===== config.mk =====
export PLATFORM = sky130hd
export DESIGN_NAME = layer_priority_arbiter
export DESIGN_NICKNAME = d
export VERILOG_FILES = /design/src/rtl/layer_priority_arbiter.sv
export SDC_FILE = /design/constraint.sdc
export NUM_CORES = 1
export LEC_CHECK = 0
export ABC_CLOCK_PERIOD_IN_PS = 3800
export BUFFER_PORTS_ARGS = -buffer_cell sky130_fd_sc_hd__buf_2
export CORE_AREA = 2 2 77 79
export DETAILED_ROUTE_END_ITERATION = 16
export DIE_AREA = 0 0 79 81
export SYNTH_ARGS = -nofsm -noshare
export SYNTH_HDL_FRONTEND = slang
export SYNTH_SLANG_ARGS = --single-unit

===== constraint.sdc =====
create_clock -name clk -period 3.8 [get_ports clk]
set_input_delay 0.76 -clock clk [delete_from_list [all_inputs] [get_ports clk]]
set_output_delay 0.76 -clock clk [all_outputs]
set_load 0.02 [all_outputs]

===== src/rtl/layer_priority_arbiter.sv =====
// rtl/layer_priority_arbiter.sv - per-pixel layer priority arbiter with frame-synchronous rank table and collision report
//
// Ports:
//   clk, resetN              pixel clock, asynchronous active-low reset
//   startOfFrame             one-cycle pulse at the first pixel of a frame
//   drawReq, layerRGB        per-layer request and RGB332 (layer i at [8i+7:8i])
//   backGroundRGB            RGB332 shown when no layer requests
//   cfgWrEn/cfgLayer/cfgRank write one pending rank-table entry (rank 0 = highest)
//   pixelRGB, winnerValid,   registered arbitration result (1 clk latency)
//   winnerIdx
//   collReport/collValid/    per-frame overlap report with valid/ack handshake
//   collAck, collOverrun     and sticky overwrite flag
module layer_priority_arbiter #(
    parameter int N_LAYERS = 4,
    parameter int IDX_W    = 2
) (
    input  logic                  clk,
    input  logic                  resetN,
    input  logic                  startOfFrame,
    input  logic [N_LAYERS-1:0]   drawReq,
    input  logic [N_LAYERS*8-1:0] layerRGB,
    input  logic [7:0]            backGroundRGB,
    input  logic                  cfgWrEn,
    input  logic [IDX_W-1:0]      cfgLayer,
    input  logic [IDX_W-1:0]      cfgRank,
    output logic [7:0]            pixelRGB,
    output logic                  winnerValid,
    output logic [IDX_W-1:0]      winnerIdx,
    output logic [N_LAYERS-1:0]   collReport,
    output logic                  collValid,
    input  logic                  collAck,
    output logic                  collOverrun
);

    localparam logic [IDX_W:0] LP_N = (IDX_W+1)'(N_LAYERS);

    typedef enum logic {ST_IDLE, ST_REPORT} state_t;

    logic [IDX_W-1:0]    r_pending [N_LAYERS];
    logic [IDX_W-1:0]    r_active  [N_LAYERS];
    logic [N_LAYERS-1:0] r_acc;
    state_t              r_state;

    state_t              w_state_nxt;
    logic [N_LAYERS-1:0] w_report_nxt;
    logic                w_overrun_nxt;
    logic                w_found;
    logic [IDX_W-1:0]    w_best_rank;
    logic [IDX_W-1:0]    w_best_idx;
    logic [7:0]          w_best_rgb;
    logic                w_overlap;
    logic [N_LAYERS-1:0] w_overlap_bits;
    logic                w_cfg_ok;

    // Clearing the lowest set bit leaves something only if two or more bits were set.
    assign w_overlap      = |(drawReq & (drawReq - 1'b1));
    assign w_overlap_bits = w_overlap ? drawReq : '0;
    assign w_cfg_ok       = cfgWrEn && ({1'b0, cfgLayer} < LP_N);

    // Strict less-than while scanning upward makes the lower index win rank ties.
    always_comb begin
        w_found     = 1'b0;
        w_best_rank = '0;
        w_best_idx  = '0;
        w_best_rgb  = backGroundRGB;
        for (int i = 0; i < N_LAYERS; i++) begin
            if (drawReq[i] && (!w_found || (r_active[i] < w_best_rank))) begin
                w_found     = 1'b1;
                w_best_rank = r_active[i];
                w_best_idx  = IDX_W'(i);
                w_best_rgb  = layerRGB[8*i +: 8];
            end
        end
    end

    always_ff @(posedge clk or negedge resetN) begin
        if (!resetN) begin
            pixelRGB    <= '0;
            winnerValid <= 1'b0;
            winnerIdx   <= '0;
        end else begin
            pixelRGB    <= w_best_rgb;
            winnerValid <= w_found;
            winnerIdx   <= w_best_idx;
        end
    end

    // Active copies pending as it stood before any same-cycle write, so a write
    // coincident with startOfFrame waits for the following frame.
    always_ff @(posedge clk or negedge resetN) begin
        if (!resetN) begin
            for (int i = 0; i < N_LAYERS; i++) begin
                r_pending[i] <= IDX_W'(i);
                r_active[i]  <= IDX_W'(i);
            end
        end else begin
            if (startOfFrame) begin
                for (int i = 0; i < N_LAYERS; i++) begin
                    r_active[i] <= r_pending[i];
                end
            end
            if (w_cfg_ok) begin
                r_pending[cfgLayer] <= cfgRank;
            end
        end
    end

    // The startOfFrame cycle's own overlap belongs to the new frame.
    always_ff @(posedge clk or negedge resetN) begin
        if (!resetN) begin
            r_acc <= '0;
        end else if (startOfFrame) begin
            r_acc <= w_overlap_bits;
        end else begin
            r_acc <= r_acc | w_overlap_bits;
        end
    end

    always_comb begin
        w_state_nxt   = r_state;
        w_report_nxt  = collReport;
        w_overrun_nxt = collOverrun;
        case (r_state)
            ST_IDLE: begin
                if (startOfFrame) begin
                    w_report_nxt = r_acc;
                    w_state_nxt  = ST_REPORT;
                end
            end
            ST_REPORT: begin
                if (startOfFrame) begin
                    w_report_nxt  = r_acc;
                    w_overrun_nxt = !collAck;
                end else if (collAck) begin
                    w_state_nxt   = ST_IDLE;
                    w_overrun_nxt = 1'b0;
                end
            end
            default: w_state_nxt = ST_IDLE;
        endcase
    end

    always_ff @(posedge clk or negedge resetN) begin
        if (!resetN) begin
            r_state     <= ST_IDLE;
            collReport  <= '0;
            collOverrun <= 1'b0;
        end else begin
            r_state     <= w_state_nxt;
            collReport  <= w_report_nxt;
            collOverrun <= w_overrun_nxt;
        end
    end

    assign collValid = (r_state == ST_REPORT);

endmodule


Word-level counts from Yosys, hierarchy flattened --
Cells that the tools add are included.
Word-level totals: output and inout bits 17, register bits after elaboration 37, bits of input ports 53
Cells by class: add/sub/neg operators 1, mux-type cells 26, order comparisons 5, reductions and logical operators 14, bitwise gates (word level) 4
Operator list (count):
- two-way mux 8 bit | 4
- two-way mux 2 bit | 6
- two-way mux 4 bit | 3
- two-way mux 1 bit | 10
- bitwise mux 8 bit | 1
- less-than comparator 2 bit | 3
- bitwise AND 4 bit | 1
- demux 2 bit (select 2 bit) | 1
- logical AND 1 bit | 4
- zero test 1 bit | 4
- bitwise OR 4 bit | 1
- OR reduction 4 bit | 1
- subtractor 4 x 1 -> 4 bit, second input constant | 1
- greater-or-equal comparator 3 bit, second input constant | 1
- logical OR 1 bit | 3
- less-than comparator 3 x 1 -> 1 bit, second input constant | 1
- inverter 2 -> 3 bit | 1
- one-hot mux 1 bit (2 select lines) | 1
- AND reduction 2 bit | 1
- nonzero test 2 bit | 1
- inverter 1 bit | 1

Logic depth before layout (Yosys ltp) --
word-level depth 13, mapped depth 19, gate-level depth less buffers 16

Worst setup path before layout --
No wires, ideal clock.
path kind input to register, from input port drawReq[0], to register pixelRGB[0], data required time 3.675 ns, library setup time 0.125 ns, cell stages on the path 17, path buffers 3, path slack -0.921 ns, arrival time 4.596 ns, cell sequence clkbuf_1 > nand2_1 > ha_1 > a21oi_1 > o21ai_0 > clkbuf_1 > nor2_1 > a31oi_1 > ha_1 > o21ai_0 > nand2_1 > o21ai_0 > buf_2 > mux2_2 > ha_1 > o41ai_4 > mux2_2
Between the ends: cells in the longest elaborated chain, start to end 13, elaborated cells on any way between the ends 22
Ends and longest elaborated chain:
- start, declared | RTL line 20 | input logic [N_LAYERS-1:0] drawReq,
- two-way mux 2 bit / two-way mux 1 bit (equally long branches) | RTL line 67 | if (drawReq[i] && (!w_found || (r_active[i] < w_best_rank))) begin
- less-than comparator 2 bit / zero test 1 bit (equally long branches) | RTL line 67
- logical OR 1 bit | RTL line 67
- logical AND 1 bit | RTL line 67
- two-way mux 2 bit / two-way mux 1 bit (equally long branches) | RTL line 67
- less-than comparator 2 bit / zero test 1 bit (equally long branches) | RTL line 67
- logical OR 1 bit | RTL line 67
- logical AND 1 bit | RTL line 67
- two-way mux 2 bit / two-way mux 1 bit (equally long branches) | RTL line 67
- less-than comparator 2 bit / zero test 1 bit (equally long branches) | RTL line 67
- logical OR 1 bit | RTL line 67
- logical AND 1 bit | RTL line 67
- two-way mux 8 bit * | RTL line 67
- named net w_best_rgb[0] | RTL line 50 | logic [7:0] w_best_rgb;
- end signal, assigned | RTL line 82 | pixelRGB <= w_best_rgb;
- end, declared | RTL line 26 | output logic [7:0] pixelRGB,
Mark *: on every way through the listed nets, which the timed path passes. The rest lies on a longest branch. A chain may end at the register's enable or synchronous reset.

Worst setup path after layout --
from input port drawReq[0], to register pixelRGB[7]
The elaborated chain is that of the path after synthesis.

==> impl_metrics.env <==
export IMPL_status="finished, final reports clean"
export IMPL_swShare=0.299
export IMPL_cts_tree="built"
export IMPL_overflow=0
export IMPL_clk_pin_slew_ps=80
export IMPL_stdcell_area_mm2=0.00258
export IMPL_power_share_clock=0.249
export IMPL_yosysMostFrequentCell="mux2_2"
export IMPL_drv_slew=0
export IMPL_area_delta_synth_final_pct=35.3
export IMPL_ys_ff_latch=37
export IMPL_fin_ws_ps=173
export IMPL_synth_flop_cell="dfrtp_1"
export IMPL_ir_worst_vdd_mv=0.223
export IMPL_die_x_um=79
export IMPL_nFillCells=547
export IMPL_tightest_slew_ps=779
export IMPL_leakage_nw=1.19
export IMPL_final_net_count=286
export IMPL_place_ws_ps=-248
export IMPL_ios=70
export IMPL_final_hold_violation_count=0
export IMPL_synth_nets=208
export IMPL_cts_root_buf="clkbuf_8"
export IMPL_remaining_drc_errors=0
export IMPL_seqPwrFrac=0.392
export IMPL_insertion_delay_ps=290
export IMPL_grt_max_degree=38
export IMPL_p_comb_frac=0.359
export IMPL_cp_arrival_ps=3800
export IMPL_switching_power_w=0.000404
export IMPL_antenna_found_initial=0
export IMPL_critPathKind="in -> reg"
export IMPL_grt_pass1_wl_um=6400
export IMPL_dr_first_iter_drc_count=57
export IMPL_maxCapViolations=0
export IMPL_drive_gt1_frac=0.675
export IMPL_cts_max_level=2
export IMPL_grt_pass1_vias=1360
export IMPL_clock_fmax_mhz=276
export IMPL_synth_area_leader_cell="dfrtp_1"
export IMPL_num_antenna_cells=0
export IMPL_clock_sinks=37
export IMPL_finalCriticalPeriod_ps=3630
export IMPL_place_hpwl_um=3110
export IMPL_ys_warn_count=0
export IMPL_dr_pass1_iters=4
export IMPL_crit_required_ps=3980
export IMPL_dieArea_mm2=0.00640
export IMPL_p_per_area_mw_per_mm2=525
export IMPL_ys_types=29
export IMPL_place_congestion=0.732
export IMPL_yosysSeqAreaShare=0.491
export IMPL_wl_um=3950
export IMPL_cts_hold_fix_buffers=0
export IMPL_ant_nets=0
export IMPL_portBuffers=69
export IMPL_crit_chain="buf_2, nand2_4, ha_4, a21oi_2, o21ai_1, nor2_1, a31oi_1, ha_1, o21ai_1, nand2_1, o21ai_1, mux2_4, ha_4, o41ai_4, buf_12, mux2_4"
export IMPL_synth_top_cells_by_count="51 x mux2_2, 29 x dfrtp_1, 9 x inv_1, 9 x o21ai_0, 8 x dfstp_2"
export IMPL_syn_area_mm2=0.00190
export IMPL_cts_buffers=5
export IMPL_start_util=0.336
export IMPL_synth_top_area_frac=0.381
export IMPL_crit_family="compound AO/OA/AOI/OAI gates"
export IMPL_cts_resized=0
export IMPL_synth_edf_count=0
export IMPL_internal_power_w=0.000948
export IMPL_cp_max_fo=9
export IMPL_worst_path_max_delay_cell="o41ai_4"
export IMPL_grt_total_usage=0.130
export IMPL_finalSetupViolations=0
export IMPL_postCtsSetupBuffers=0
export IMPL_dpl_cell_area_mm2=0.00244
export IMPL_row_count=28
export IMPL_relSlewSlack=0.481
export IMPL_hp_class="reg -> reg"
export IMPL_synthTopCellsByArea="dfrtp_1 38%, mux2_2 30%, dfstp_2 11%, o21ai_0 2.4%, ha_1 2.0%"
export IMPL_period_share=0.954
export IMPL_crit_buf_inv=2
export IMPL_vias=1397
export IMPL_die_h_um=81
export IMPL_cp_end_kind="flop"
export IMPL_synth_avg_cell_area_um2=12.5
export IMPL_synthArstFlopShare=1.00
export IMPL_crit_path_frequent_cell="o21ai_1"
export IMPL_via_per_inst=4.57
export IMPL_netlist_instances=152
export IMPL_holdWs_ps=492
export IMPL_crit_path_start_kind="primary input"
export IMPL_drt_wirelength_per_cell_um=12.9
export IMPL_core_area_mm2=0.00568
export IMPL_cp_slowest_stage_delay_ps=450
export IMPL_fin_worst_skew_ps=6.89
export IMPL_cts_buffer_depth=2
[layout by cell type (no fill, tap or decap), drive strengths merged, types with 2 or more instances in the layout]
cell / count
or2: 2
buf: 76
nand3b: 3
a21oi: 3
mux2: 52
nor3b: 2
clkbuf: 5
inv: 9
a31oi: 2
o21ai: 10
dfstp: 8
o22ai: 2
nand2: 7
nand2b: 2
nor2: 4
ha: 3
dfrtp: 29
nand3: 2
[per-layer routing]
metal / GRT usage / routed length [um] / up-vias
met5: 0 / 0 / -
met4: 0.0466 / 66 / 0
met3: 0.0433 / 191 / 7
met2: 0.222 / 2020 / 30
met1: 0.155 / 1670 / 664
li1: - / - / 696
[worst register-to-register path, stage by stage (launching register included)]
cell and delay, ps:
dfrtp_1 430, nand2_4 70, ha_4 270, a21oi_2 50, o21ai_1 200, nor2_1 70, a31oi_1 200, ha_1 280
o21ai_1 140, nand2_1 80, o21ai_1 130, mux2_4 340, ha_4 170, o41ai_4 450, buf_12 190, mux2_4 300
[state kept, by name (all words and copies together), names as in the netlist, 2 cells and up]
signal      flops
r_active        8
r_pending       8
pixelRGB        8
collReport      4
winnerIdx       2
r_acc           4
[power groups by stage]
| stage | Sequential (W) | Combinational, W | Clock [W] |
|---|---|---|---|
| final | 0.000530 | 0.000486 | 0.000336 |
| after global routing | 0.000544 | 0.000528 | 0.000369 |
| after CTS | 0.000531 | 0.000480 | 0.000349 |
| after detailed placement | 0.000538 | 0.000478 | 0 |
| after global placement | 0.000536 | 0.000471 | 0 |
| after floorplan | 0.000592 | 0.000279 | 0 |
[final cells by class]
cell class	count	area [um2]	area share
Sequential cell	37	936	0.363
Tap cell	75	93.8	0.0364
Multi-Input combinational cell	101	988	0.383
Inverter	9	33.8	0.0131
Clock inverter	3	46.3	0.0180
Clock buffer	5	68.8	0.0267
Timing Repair Buffer	76	410	0.159
[logic make-up (layout without fill, tap and decap cells)]
family                     Yosys count  after routing  synth area share
AOI/OAI and AO/OA                   22             22            0.0834
adders and majority gates            3              3            0.0197
buffers and inverters               14             93            0.0282
DFF                                 37             37             0.491
muxes                               52             52             0.309
and+or+nand+nor                     24             24            0.0677
[per-stage QoR]
| stage | total power [W] | std cells | TNS [ps] | util |
|---|---|---|---|---|
| 2_1_floorplan | 0.000870 | 152 | -2860 | - |
| 3_3_place_gp | 0.00101 | 297 | -1420 | 0.430 |
| 3_5_place_dp | 0.00102 | 297 | -2070 | 0.430 |
| 4_1_cts | 0.00136 | 305 | 0 | 0.451 |
| 5_1_grt | 0.00144 | 306 | -12.9 | 0.454 |
| 6_report | 0.00135 | 306 | 0 | 0.454 |
[final timing paths]
kind | start | endpoint | slack (ps) | cells past startpoint
max | drawReq[0] | pixelRGB[7] | 170 | 16
min | r_pending[3] | r_active[3] | 490 | 2
max reg2reg | r_active[7] | pixelRGB[7] | 310 | 15
min reg2reg | r_pending[3] | r_active[3] | 490 | 2
max in group asynchronous | resetN | r_active[2] | 2760 | 1
min in group asynchronous | resetN | r_acc[0] | 550 | 1
Power figures use the tool's default switching activity.
